==> config.mk <==
export PLATFORM = sky130hd
export DESIGN_NAME = bus_dispatcher
export DESIGN_NICKNAME = d
export VERILOG_FILES = /design/src/rtl/bus_dispatcher.sv
export SDC_FILE = /design/constraint.sdc
export NUM_CORES = 1
export LEC_CHECK = 0
export CORE_ASPECT_RATIO = 1.4
export CORE_MARGIN = 2
export CORE_UTILIZATION = 47
export CTS_BUF_LIST = sky130_fd_sc_hd__clkbuf_16
export CTS_CLUSTER_DIAMETER = 60
export DETAILED_ROUTE_END_ITERATION = 12
export PLACE_DENSITY = 0.84
export SYNTH_ARGS = -nofsm -noshare
export SYNTH_HDL_FRONTEND = slang
export SYNTH_SLANG_ARGS = --single-unit
==> constraint.sdc <==
create_clock -name clk -period 2.2 [get_ports clk]
set_input_delay 0.44 -clock clk [delete_from_list [all_inputs] [get_ports clk]]
set_output_delay 0.44 -clock clk [all_outputs]
set_load 0.02 [all_outputs]
==> src/rtl/bus_dispatcher.sv <==
// Row-bus dispatcher: queues (op, tag, data) commands and drives them onto the shared caster bus in order.
// Define DISPATCH_TIMEOUT_EN to bound READ_WAIT to BUS_TIMEOUT cycles and flag expiry on rsp_err.
module bus_dispatcher #(
    parameter int DATA_WIDTH  = 16,
    parameter int NUM_COL     = 4,
    parameter int FIFO_DEPTH  = 4,
    parameter int BUS_TIMEOUT = 64,
    localparam int TAG_W      = (NUM_COL > 1) ? $clog2(NUM_COL) : 1
) (
    input  logic                  clk,
    input  logic                  rstn,
    input  logic                  cmd_valid,
    output logic                  cmd_ready,
    input  logic                  cmd_op,
    input  logic [TAG_W-1:0]      cmd_tag,
    input  logic [DATA_WIDTH-1:0] cmd_data,
    output logic                  bus_en,
    output logic                  bus_ready,
    output logic [TAG_W-1:0]      bus_tag,
    output logic [DATA_WIDTH-1:0] bus_wdata,
    input  logic [NUM_COL-1:0]    col_valid,
    input  logic [DATA_WIDTH-1:0] bus_rdata,
    output logic                  rsp_valid,
    input  logic                  rsp_ready,
    output logic [DATA_WIDTH-1:0] rsp_data,
    output logic                  rsp_err
);

    localparam int PTR_W = $clog2(FIFO_DEPTH);
    localparam int CNT_W = PTR_W + 1;

    typedef enum logic [1:0] {IDLE, WRITE, READ_WAIT, READ_HOLD} state_t;

    state_t                  state, state_nxt;
    logic                    fifo_op   [FIFO_DEPTH];
    logic [TAG_W-1:0]        fifo_tag  [FIFO_DEPTH];
    logic [DATA_WIDTH-1:0]   fifo_data [FIFO_DEPTH];
    logic [PTR_W-1:0]        wr_ptr, rd_ptr;
    logic [CNT_W-1:0]        count;
    logic                    push, pop;
    logic                    head_op;
    logic [TAG_W-1:0]        head_tag;
    logic [DATA_WIDTH-1:0]   head_data;
    logic                    col_hit, tmo_expired;
    logic                    bus_en_nxt, bus_ready_nxt, rsp_valid_nxt;
    logic [TAG_W-1:0]        bus_tag_nxt;
    logic [DATA_WIDTH-1:0]   bus_wdata_nxt, rsp_data_nxt;

    // Tags beyond the last caster are legal to enqueue but never reach the bus.
    function automatic logic tag_in_range(input logic [TAG_W-1:0] t);
        tag_in_range = 1'b0;
        for (int i = 0; i < NUM_COL; i++)
            if (t == TAG_W'(i))
                tag_in_range = 1'b1;
    endfunction

    assign cmd_ready = (count != CNT_W'(FIFO_DEPTH));
    assign push      = cmd_valid && cmd_ready;
    assign head_op   = fifo_op[rd_ptr];
    assign head_tag  = fifo_tag[rd_ptr];
    assign head_data = fifo_data[rd_ptr];
    assign col_hit   = col_valid[bus_tag];

    always_ff @(posedge clk) begin
        if (push) begin
            fifo_op[wr_ptr]   <= cmd_op;
            fifo_tag[wr_ptr]  <= cmd_tag;
            fifo_data[wr_ptr] <= cmd_data;
        end
    end

    always_ff @(posedge clk) begin
        if (!rstn) begin
            wr_ptr <= '0;
            rd_ptr <= '0;
            count  <= '0;
        end else begin
            if (push)
                wr_ptr <= wr_ptr + PTR_W'(1);
            if (pop)
                rd_ptr <= rd_ptr + PTR_W'(1);
            case ({push, pop})
                2'b10:   count <= count + CNT_W'(1);
                2'b01:   count <= count - CNT_W'(1);
                default: count <= count;
            endcase
        end
    end

`ifdef DISPATCH_TIMEOUT_EN
    localparam int TMO_W = $clog2(BUS_TIMEOUT + 1);
    logic [TMO_W-1:0] tmo_cnt;

    assign tmo_expired = (tmo_cnt == TMO_W'(BUS_TIMEOUT - 1));

    // A response arriving on the expiry cycle takes priority, so rsp_err stays low then.
    always_ff @(posedge clk) begin
        if (!rstn) begin
            tmo_cnt <= '0;
            rsp_err <= 1'b0;
        end else begin
            tmo_cnt <= (state == READ_WAIT) ? tmo_cnt + TMO_W'(1) : '0;
            if (state == READ_WAIT && !col_hit && tmo_expired)
                rsp_err <= 1'b1;
            else if (rsp_valid && rsp_ready)
                rsp_err <= 1'b0;
        end
    end
`else
    assign tmo_expired = 1'b0;
    assign rsp_err     = 1'b0;
`endif

    always_comb begin
        state_nxt     = state;
        pop           = 1'b0;
        bus_en_nxt    = bus_en;
        bus_ready_nxt = 1'b0;
        bus_tag_nxt   = bus_tag;
        bus_wdata_nxt = bus_wdata;
        rsp_valid_nxt = rsp_valid;
        rsp_data_nxt  = rsp_data;
        case (state)
            IDLE, WRITE: begin
                state_nxt  = IDLE;
                bus_en_nxt = 1'b0;
                if (count != '0) begin
                    pop = 1'b1;
                    if (tag_in_range(head_tag)) begin
                        bus_en_nxt    = 1'b1;
                        bus_tag_nxt   = head_tag;
                        bus_wdata_nxt = head_data;
                        if (head_op) begin
                            state_nxt = READ_WAIT;
                        end else begin
                            state_nxt     = WRITE;
                            bus_ready_nxt = 1'b1;
                        end
                    end
                end
            end
            READ_WAIT: begin
                if (col_hit || tmo_expired) begin
                    bus_en_nxt    = 1'b0;
                    rsp_valid_nxt = 1'b1;
                    rsp_data_nxt  = col_hit ? bus_rdata : '0;
                    state_nxt     = READ_HOLD;
                end
            end
            READ_HOLD: begin
                if (rsp_ready) begin
                    rsp_valid_nxt = 1'b0;
                    state_nxt     = IDLE;
                end
            end
            default: state_nxt = IDLE;
        endcase
    end

    always_ff @(posedge clk) begin
        if (!rstn) begin
            state     <= IDLE;
            bus_en    <= 1'b0;
            bus_ready <= 1'b0;
            bus_tag   <= '0;
            bus_wdata <= '0;
            rsp_valid <= 1'b0;
            rsp_data  <= '0;
        end else begin
            state     <= state_nxt;
            bus_en    <= bus_en_nxt;
            bus_ready <= bus_ready_nxt;
            bus_tag   <= bus_tag_nxt;
            bus_wdata <= bus_wdata_nxt;
            rsp_valid <= rsp_valid_nxt;
            rsp_data  <= rsp_data_nxt;
        end
    end

endmodule

==> metrics.md, run 1 <==
| Metric | Value |
|---|---|
| Clock Sink Count | roughly 120 |
| Detailed Routing Iterations Pass 1 | 4 |
| Mapped Area | 4720 um^2 |
| Die ar. | between 10000 and 15000 um^2 |
| Async SR Flop Fraction | 0% |
| Initial core utilization | 47.9% |
| Final Setup Violations | 0 |
| Via-to-Cell Ratio | 5.02 |
| Worst-path fanout max | 4 |
| Psw | approximately 2.4 mW |
| Max VDD drop | 0.000602 V |
| CTS Buffer Depth | 2 |
| FF-to-FF setup slack | roughly 23 ps |
| MaxCap Viol Count | 0 |
| Die height | 123 um |
| Fillers | 728 |
| Power Density | approximately 1300 nW/um^2 |
| Critical path's largest stage delay | 400 ps |
| Most frequent cell after synthesis | edfxtp_1 |
| Initial antenna violation count | 0 |
| Root Buffer | clkbuf_16 |
| Synth Flop Type | edfxtp_1 |
| Final Net Count | 457 |
| Fin. max-slew vios | 0 |
| N_diodes | 0 |
| Switching share of power | 30.1% |
| Register bit total from synthesis | 124 |
| Critical Path Source Type | register |
| DP Worst Slack | -187 ps |
| Synth Net Count | 357 |
| Period minus WS final | 2180 ps |
| Combinational Power Share | 31.9% |
| Fin area | 6290 um^2 |
| Lkg Pwr | 2.17 nW |
| Sequential group share of total power | 39.8% |
| Hold endpoint | bus_wdata[10] |
| Largest net degree at the start of global routing | 48 |
| Final Cycle Share | 98.9% |
| Finished Layout Cells | ~560 |
| Post-synth top cells | edfxtp_1, dfxtp_1, nand2_1 |
| First-pass GRT wire length | between 10 and 15 mm |
| FF/Latch Area | 3250 um^2 |
| Final Power | 7.90 mW |
| Total grt overflow | 0 |
| Reg2reg path depth | 9 |
| RR Startpoint | count[1] |
| Clock power share | between 20% and 30% |
| Post-synth top area cell | edfxtp_1 |
| RSZ-0062 raised after global routing | true |
| Status | completed |
| Avg WL per Cell | 16.0 um |
| Layout cell share with drive strength beyond 1 | between 10% and 20% |
| Die width | 88.7 um |
| Post-synth EDFFs | 76 |
| Worst hold path type | reg2reg |
| Synthesized area per cell | 15.3 um^2 |
| Placed cell area | 5790 um^2 |
| TritonCTS clock tree | yes |
| # DRC | 0 |
| CP Capture Type | register |
| DRT antenna net count | 0 |
| Via count | 2791 |
| Dpl cells | 523 |
| Worst EP required | 2530 ps |
| H-tree Lvls | 4 |
| Initial DRC count | between 100 and 150 |
| Clk_lat worst skew | 400 ps |
| DP HPWL | ~5.7 mm |
| Num rows | 43 |
| Post-synth cell types | 31 |
| IO buf count | 80 |
| Gate Count Post-Synth | 308 |
| Cell Chain, Critical Path | or3b_4 -> and2_4 -> inv_2 -> ha_2 -> inv_1 -> fa_2 -> xor2_1 -> or3_1 -> a21boi_2 |
| Sequential area share after synthesis | 68.8% |
| Vias in the first global route | 2921 |
| Min setup slack post-route | between 20 and 25 ps |
| Worst path arrival time | 2500 ps |
| Critical R2R Capture | count[2] |
| Max Clock Skew | 8.25 ps |
| Final core occ | 63.9% |
| Pint | 5.52 mW |
| Total global-route track usage | 17.9% |
| Final hold vios | 0 |
| Hold depth | 2 |
| Slowest stage cell, crit path | or3b_4 |
| Final wirelength | 8.91 mm |
| Top post-synthesis cells by area | edfxtp_1, dfxtp_1, mux4_2, mux2i_1, a21boi_0 |
| RePlAce Congestion | 0.715 |
| Yosys Warn Count | 0 |
| Total core area | 9850 um^2 |
| Hold wc startpoint | bus_wdata[10] |
| Worst hold slack | 460 ps |
| Multi-input logic area | approximately 1400 um^2 |
| Total CTS buffers | 17 |
| Top cell type's share of synthesized area | 48.4% |
| Crit Path Category | reg2reg |
| Worst-path clk slew | 50 ps |
| Layout Area Growth over Synthesis | 33.3% |
| Fmax | 0.459 GHz |
| Setup Total Neg Slack | 0 ps |
| I/O pins | 82 |
-- worst max-delay path, delay by kind of cell (launching register included) --
kind	cells	cell delay, ps
and+or+nand+nor	3	880
DFF	1	330
adders and majority gates	2	500
AOI/OAI and AO/OA	1	140
xor gates and xnor gates	1	160
buffers and inverters	2	100
-- cells by family after synthesis --
logic type,Yosys count,share of synthesized area [%]
flops,124,68.8
other cells,1,0.0795
mux,37,12.9
fa+ha+maj,6,1.75
buf+inv,24,2.68
xor+xnor,4,0.743
simple gates,82,8.54
compound gates,30,4.54
-- power groups by stage --
stage,combinational [mW],sequential [mW],clock [mW]
after detailed placement,2.54,3.19,0
after CTS,2.56,3.15,2.29
after global routing,2.74,3.19,2.39
final,2.52,3.15,2.23
after global placement,2.46,3.17,0
after floorplan,1.26,3.43,0
-- metal layers --
layer,part of all wire (%),routed length [um],vias up,track usage (%)
li1,-,-,1322,-
met1,37,3260,1358,18.0
met2,55,4880,89,32.3
met3,5.6,503,22,4.84
met4,3.1,272,0,9.94
met5,0,0,-,0
-- worst max path at each step --
stage	start	endpoint	cells after the start
6_report	count[1]	count[2]	9
5_1_grt	count[1]	count[2]	9
4_1_cts	count[1]	count[2]	9
3_5_place_dp	cmd_valid	count[2]	9
3_3_place_gp	cmd_valid	count[2]	9
2_1_floorplan	count[2]	count[2]	9
-- state kept, by name, summed over array words and instances (netlist names), named ones only --
name       flops
bus_tag        2
wr_ptr         2
rd_ptr         2
rsp_valid      1
count          3
bus_wdata     16
fifo_data     64
state          2
bus_en         1
fifo_op        4
bus_ready      1
fifo_tag       8
rsp_data      16
-- final cells by class --
cell class / count / area share [%]
inverter: 8 / 0.478
tap: 135 / 2.69
multi-input combinational: 160 / 21.7
timing repair buffer: 97 / 15.7
clock buffer: 17 / 6.77
clock inverter: 15 / 0.975
sequential: 124 / 51.6
-- cells in the final DEF (no fill, tap or decap), types with 2 or more instances in the layout --
master / n
xor2_1: 2
buf_4: 12
inv_1: 16
o21ai_0: 3
ha_1: 4
and2_1: 6
a21oi_1: 2
a21boi_0: 22
nor2_1: 2
buf_12: 5
mux4_2: 19
nor2b_1: 18
clkinv_1: 3
clkbuf_16: 17
nand2_1: 43
xnor2_1: 2
dfxtp_1: 46
clkdlybuf4s50_1: 79
nor3_1: 2
inv_2: 2
dfxtp_2: 2
edfxtp_1: 76
and3_1: 4
mux2i_1: 18
-- what timing repair did --
action | CTS | global route
buffers inserted | 1 | 0
pin swaps | 1 | 0
endpoints found under the setup margin | 2 | 1
hold buffers | 0 | 0
resized for setup | 4 | 1
Power figures use the tool's default switching activity.
==> run 2, diff against run 1 <==
--- a/config.mk
+++ b/config.mk
@@ -5,6 +5,7 @@
 export SDC_FILE = /design/constraint.sdc
 export NUM_CORES = 1
 export LEC_CHECK = 0
+export CAP_MARGIN = 20
 export CORE_ASPECT_RATIO = 1.4
 export CORE_MARGIN = 2
 export CORE_UTILIZATION = 47
==> results of run 2 <==
Same layout as run 1: the final DEF is identical, and so are final timing and power.
==> run 3, diff against run 2 <==
--- a/config.mk
+++ b/config.mk
@@ -13,6 +13,7 @@
 export CTS_CLUSTER_DIAMETER = 60
 export DETAILED_ROUTE_END_ITERATION = 12
 export PLACE_DENSITY = 0.84
+export SKIP_CTS_REPAIR_TIMING = 1
 export SYNTH_ARGS = -nofsm -noshare
 export SYNTH_HDL_FRONTEND = slang
 export SYNTH_SLANG_ARGS = --single-unit
==> metrics.md, run 3 (synthesis results as in run 1) <==
| Metric | Value |
|---|---|
| CP bufs+invs | 2 |
| Clock Sink Count | about 120 |
| Fillers | 726 |
| Final Net Count | 456 |
| First-pass GRT wire length | 13.9 mm |
| Hold depth | 2 |
| MaxCap Viol Count | 0 |
| Biggest register | fifo_data |
| Final Setup Violations | 1 |
| Worst-path clk slew | 50 ps |
| Status | finished, violations left |
| DRT antenna net count | 0 |
| Most frequent cells in the layout | clkdlybuf4s50_1, edfxtp_1, dfxtp_1 |
| Die ar. | 10900 um^2 |
| Total CTS buffers | 17 |
| Final core occ | 63.8% |
| Final wirelength | between 8 and 9 mm |
| Max reg flops | 64 |
| TritonCTS clock tree | yes |
| Clk_lat worst skew | 400 ps |
| Max Clock Skew | between 8 and 9 ps |
| Die height | 123 um |
| Fmax | 0.452 GHz |
| Total grt overflow | 0 |
| DP Worst Slack | -187 ps |
| Total global-route track usage | between 10% and 20% |
| RR Startpoint | count[2] |
| Worst-path fanout max | 4 |
| Multi-input logic area | 1370 um^2 |
| CP Capture Type | register |
| Initial core utilization | 47.9% |
| Critical Path Source Type | register |
| RePlAce Congestion | roughly 0.71 |
| H-tree Lvls | 4 |
| Period minus WS final | roughly 2200 ps |
| Vias in the first global route | 2916 |
| Initial DRC count | 100 |
| IO buf count | 80 |
| Critical Path End | count[2] |
| # DRC | 0 |
| Max VDD drop | about 0.0006 V |
| Via count | roughly 2800 |
| Power Density | 1260 nW/um^2 |
| Critical path's largest stage delay | 390 ps |
| FF/Latch Area | 3250 um^2 |
| Largest regs | fifo_data x64, bus_wdata x16, rsp_data x16 |
| Detailed Routing Iterations Pass 1 | 4 |
| Layout cell share with drive strength beyond 1 | 15.2% |
| Worst setup path start | count[2] |
| Critical R2R Capture | count[2] |
| Worst path arrival time | between 2000 and 3000 ps |
| Min setup slack post-route | -11.6 ps |
| Worst EP required | 2530 ps |
| Avg WL per Cell | about 16 um |
| Worst hold path type | reg2reg |
| Lkg Pwr | between 2 and 2.5 nW |
| Final hold vios | 0 |
| Largest net degree at the start of global routing | between 40 and 50 |
| Layout Area Growth over Synthesis | 33.2% |
| Most common library cell in the layout ignoring fill and taps | clkdlybuf4s50_1 |
| Largest delay share family, worst path | simple AND/OR/NAND/NOR gates |
| N_diodes | 0 |
| Root Buffer | clkbuf_16 |
| RSZ-0062 raised after global routing | true |
| Cell Chain, Critical Path | or3b_4 -> and2_4 -> inv_1 -> ha_2 -> inv_1 -> fa_2 -> xor2_1 -> or3_1 -> a21boi_2 |
| Failing checks | negative setup slack |
| Fin. max-slew vios | 0 |
| Initial antenna violation count | 0 |
| Num rows | 43 |
| Crit path depth | 9 |
| Final Cycle Share | 101% |
| Worst hold slack | 460 ps |
| Die width | 88.7 um |
| Total core area | around 10000 um^2 |
| Via-to-Cell Ratio | 5.00 |
| FF-to-FF setup slack | -10 ps |
| CTS Buffer Depth | 2 |
| DP HPWL | ~5.7 mm |
| I/O pins | 82 |
| Reg2reg path depth | 9 |
| Worst path most repeated cell | inv_1 |
| Crit Path Category | reg2reg |
| Slowest stage cell, crit path | or3b_4 |
==> run 3: changes by cell type in the layout (fill, tap and decap cells not counted), sizes merged <==
cell	delta
dlymetal6s2s	+1
buf	-1
dlygate4sd2	-1
==> run 3: final cells by class <==
type                            count  share of cell area [%]
Tap cell                          135                    2.69
Timing Repair Buffer               96                    15.7
Multi-Input combinational cell    160                    21.7
Clock inverter                     15                   0.976
Sequential cell                   124                    51.7
Clock buffer                       17                    6.77
Inverter                            8                   0.478
==> run 3: where the power goes <==
part	leakage [nW]	switching (mW)	internal, mW	total, mW
clock network	0.270	0.859	1.37	2.23
registers	1.09	0.225	2.93	3.15
logic	0.810	1.29	1.21	2.51
total	2.17	2.38	5.51	7.89
==> run 3: worst min path at each step <==
stage,from,endpoint,slack [ps]
floorplan,count[2],count[2],470
global placement,bus_wdata[2],bus_wdata[2],450
detailed placement,bus_wdata[10],bus_wdata[10],460
CTS,bus_wdata[10],bus_wdata[10],460
global route,bus_wdata[10],bus_wdata[10],480
finish,bus_wdata[10],bus_wdata[10],460
==> run 3: per-stage QoR <==
step | setup TNS, ps | instances | instance area [um^2] | total power [mW]
2_1_floorplan | 0 | 308 | 4730 | 4.69
3_3_place_gp | -75.6 | 523 | 5790 | 5.63
3_5_place_dp | -187 | 523 | 5790 | 5.73
4_1_cts | -171 | 555 | 6270 | 7.99
5_1_grt | -62.7 | 555 | 6280 | 8.30
6_report | -11.6 | 555 | 6280 | 7.89
==> run 3: routing by layer <==
metal / track usage (%) / part of all wire [%] / vias up
met4: 9.94 / 3.1 / 0
li1: - / - / 1317
met1: 17.8 / 37 / 1353
met5: 0 / 0 / -
met2: 32.2 / 55 / 87
met3: 4.84 / 5.5 / 18
==> run 3: worst min-delay path, delay by kind of cell, from the launching register on <==
| kind | cells | cell delay (ps) |
|---|---|---|
| AO/OA/AOI/OAI | 1 | 60 |
| flip-flops | 1 | 300 |
| AND/OR/NAND/NOR | 1 | 40 |
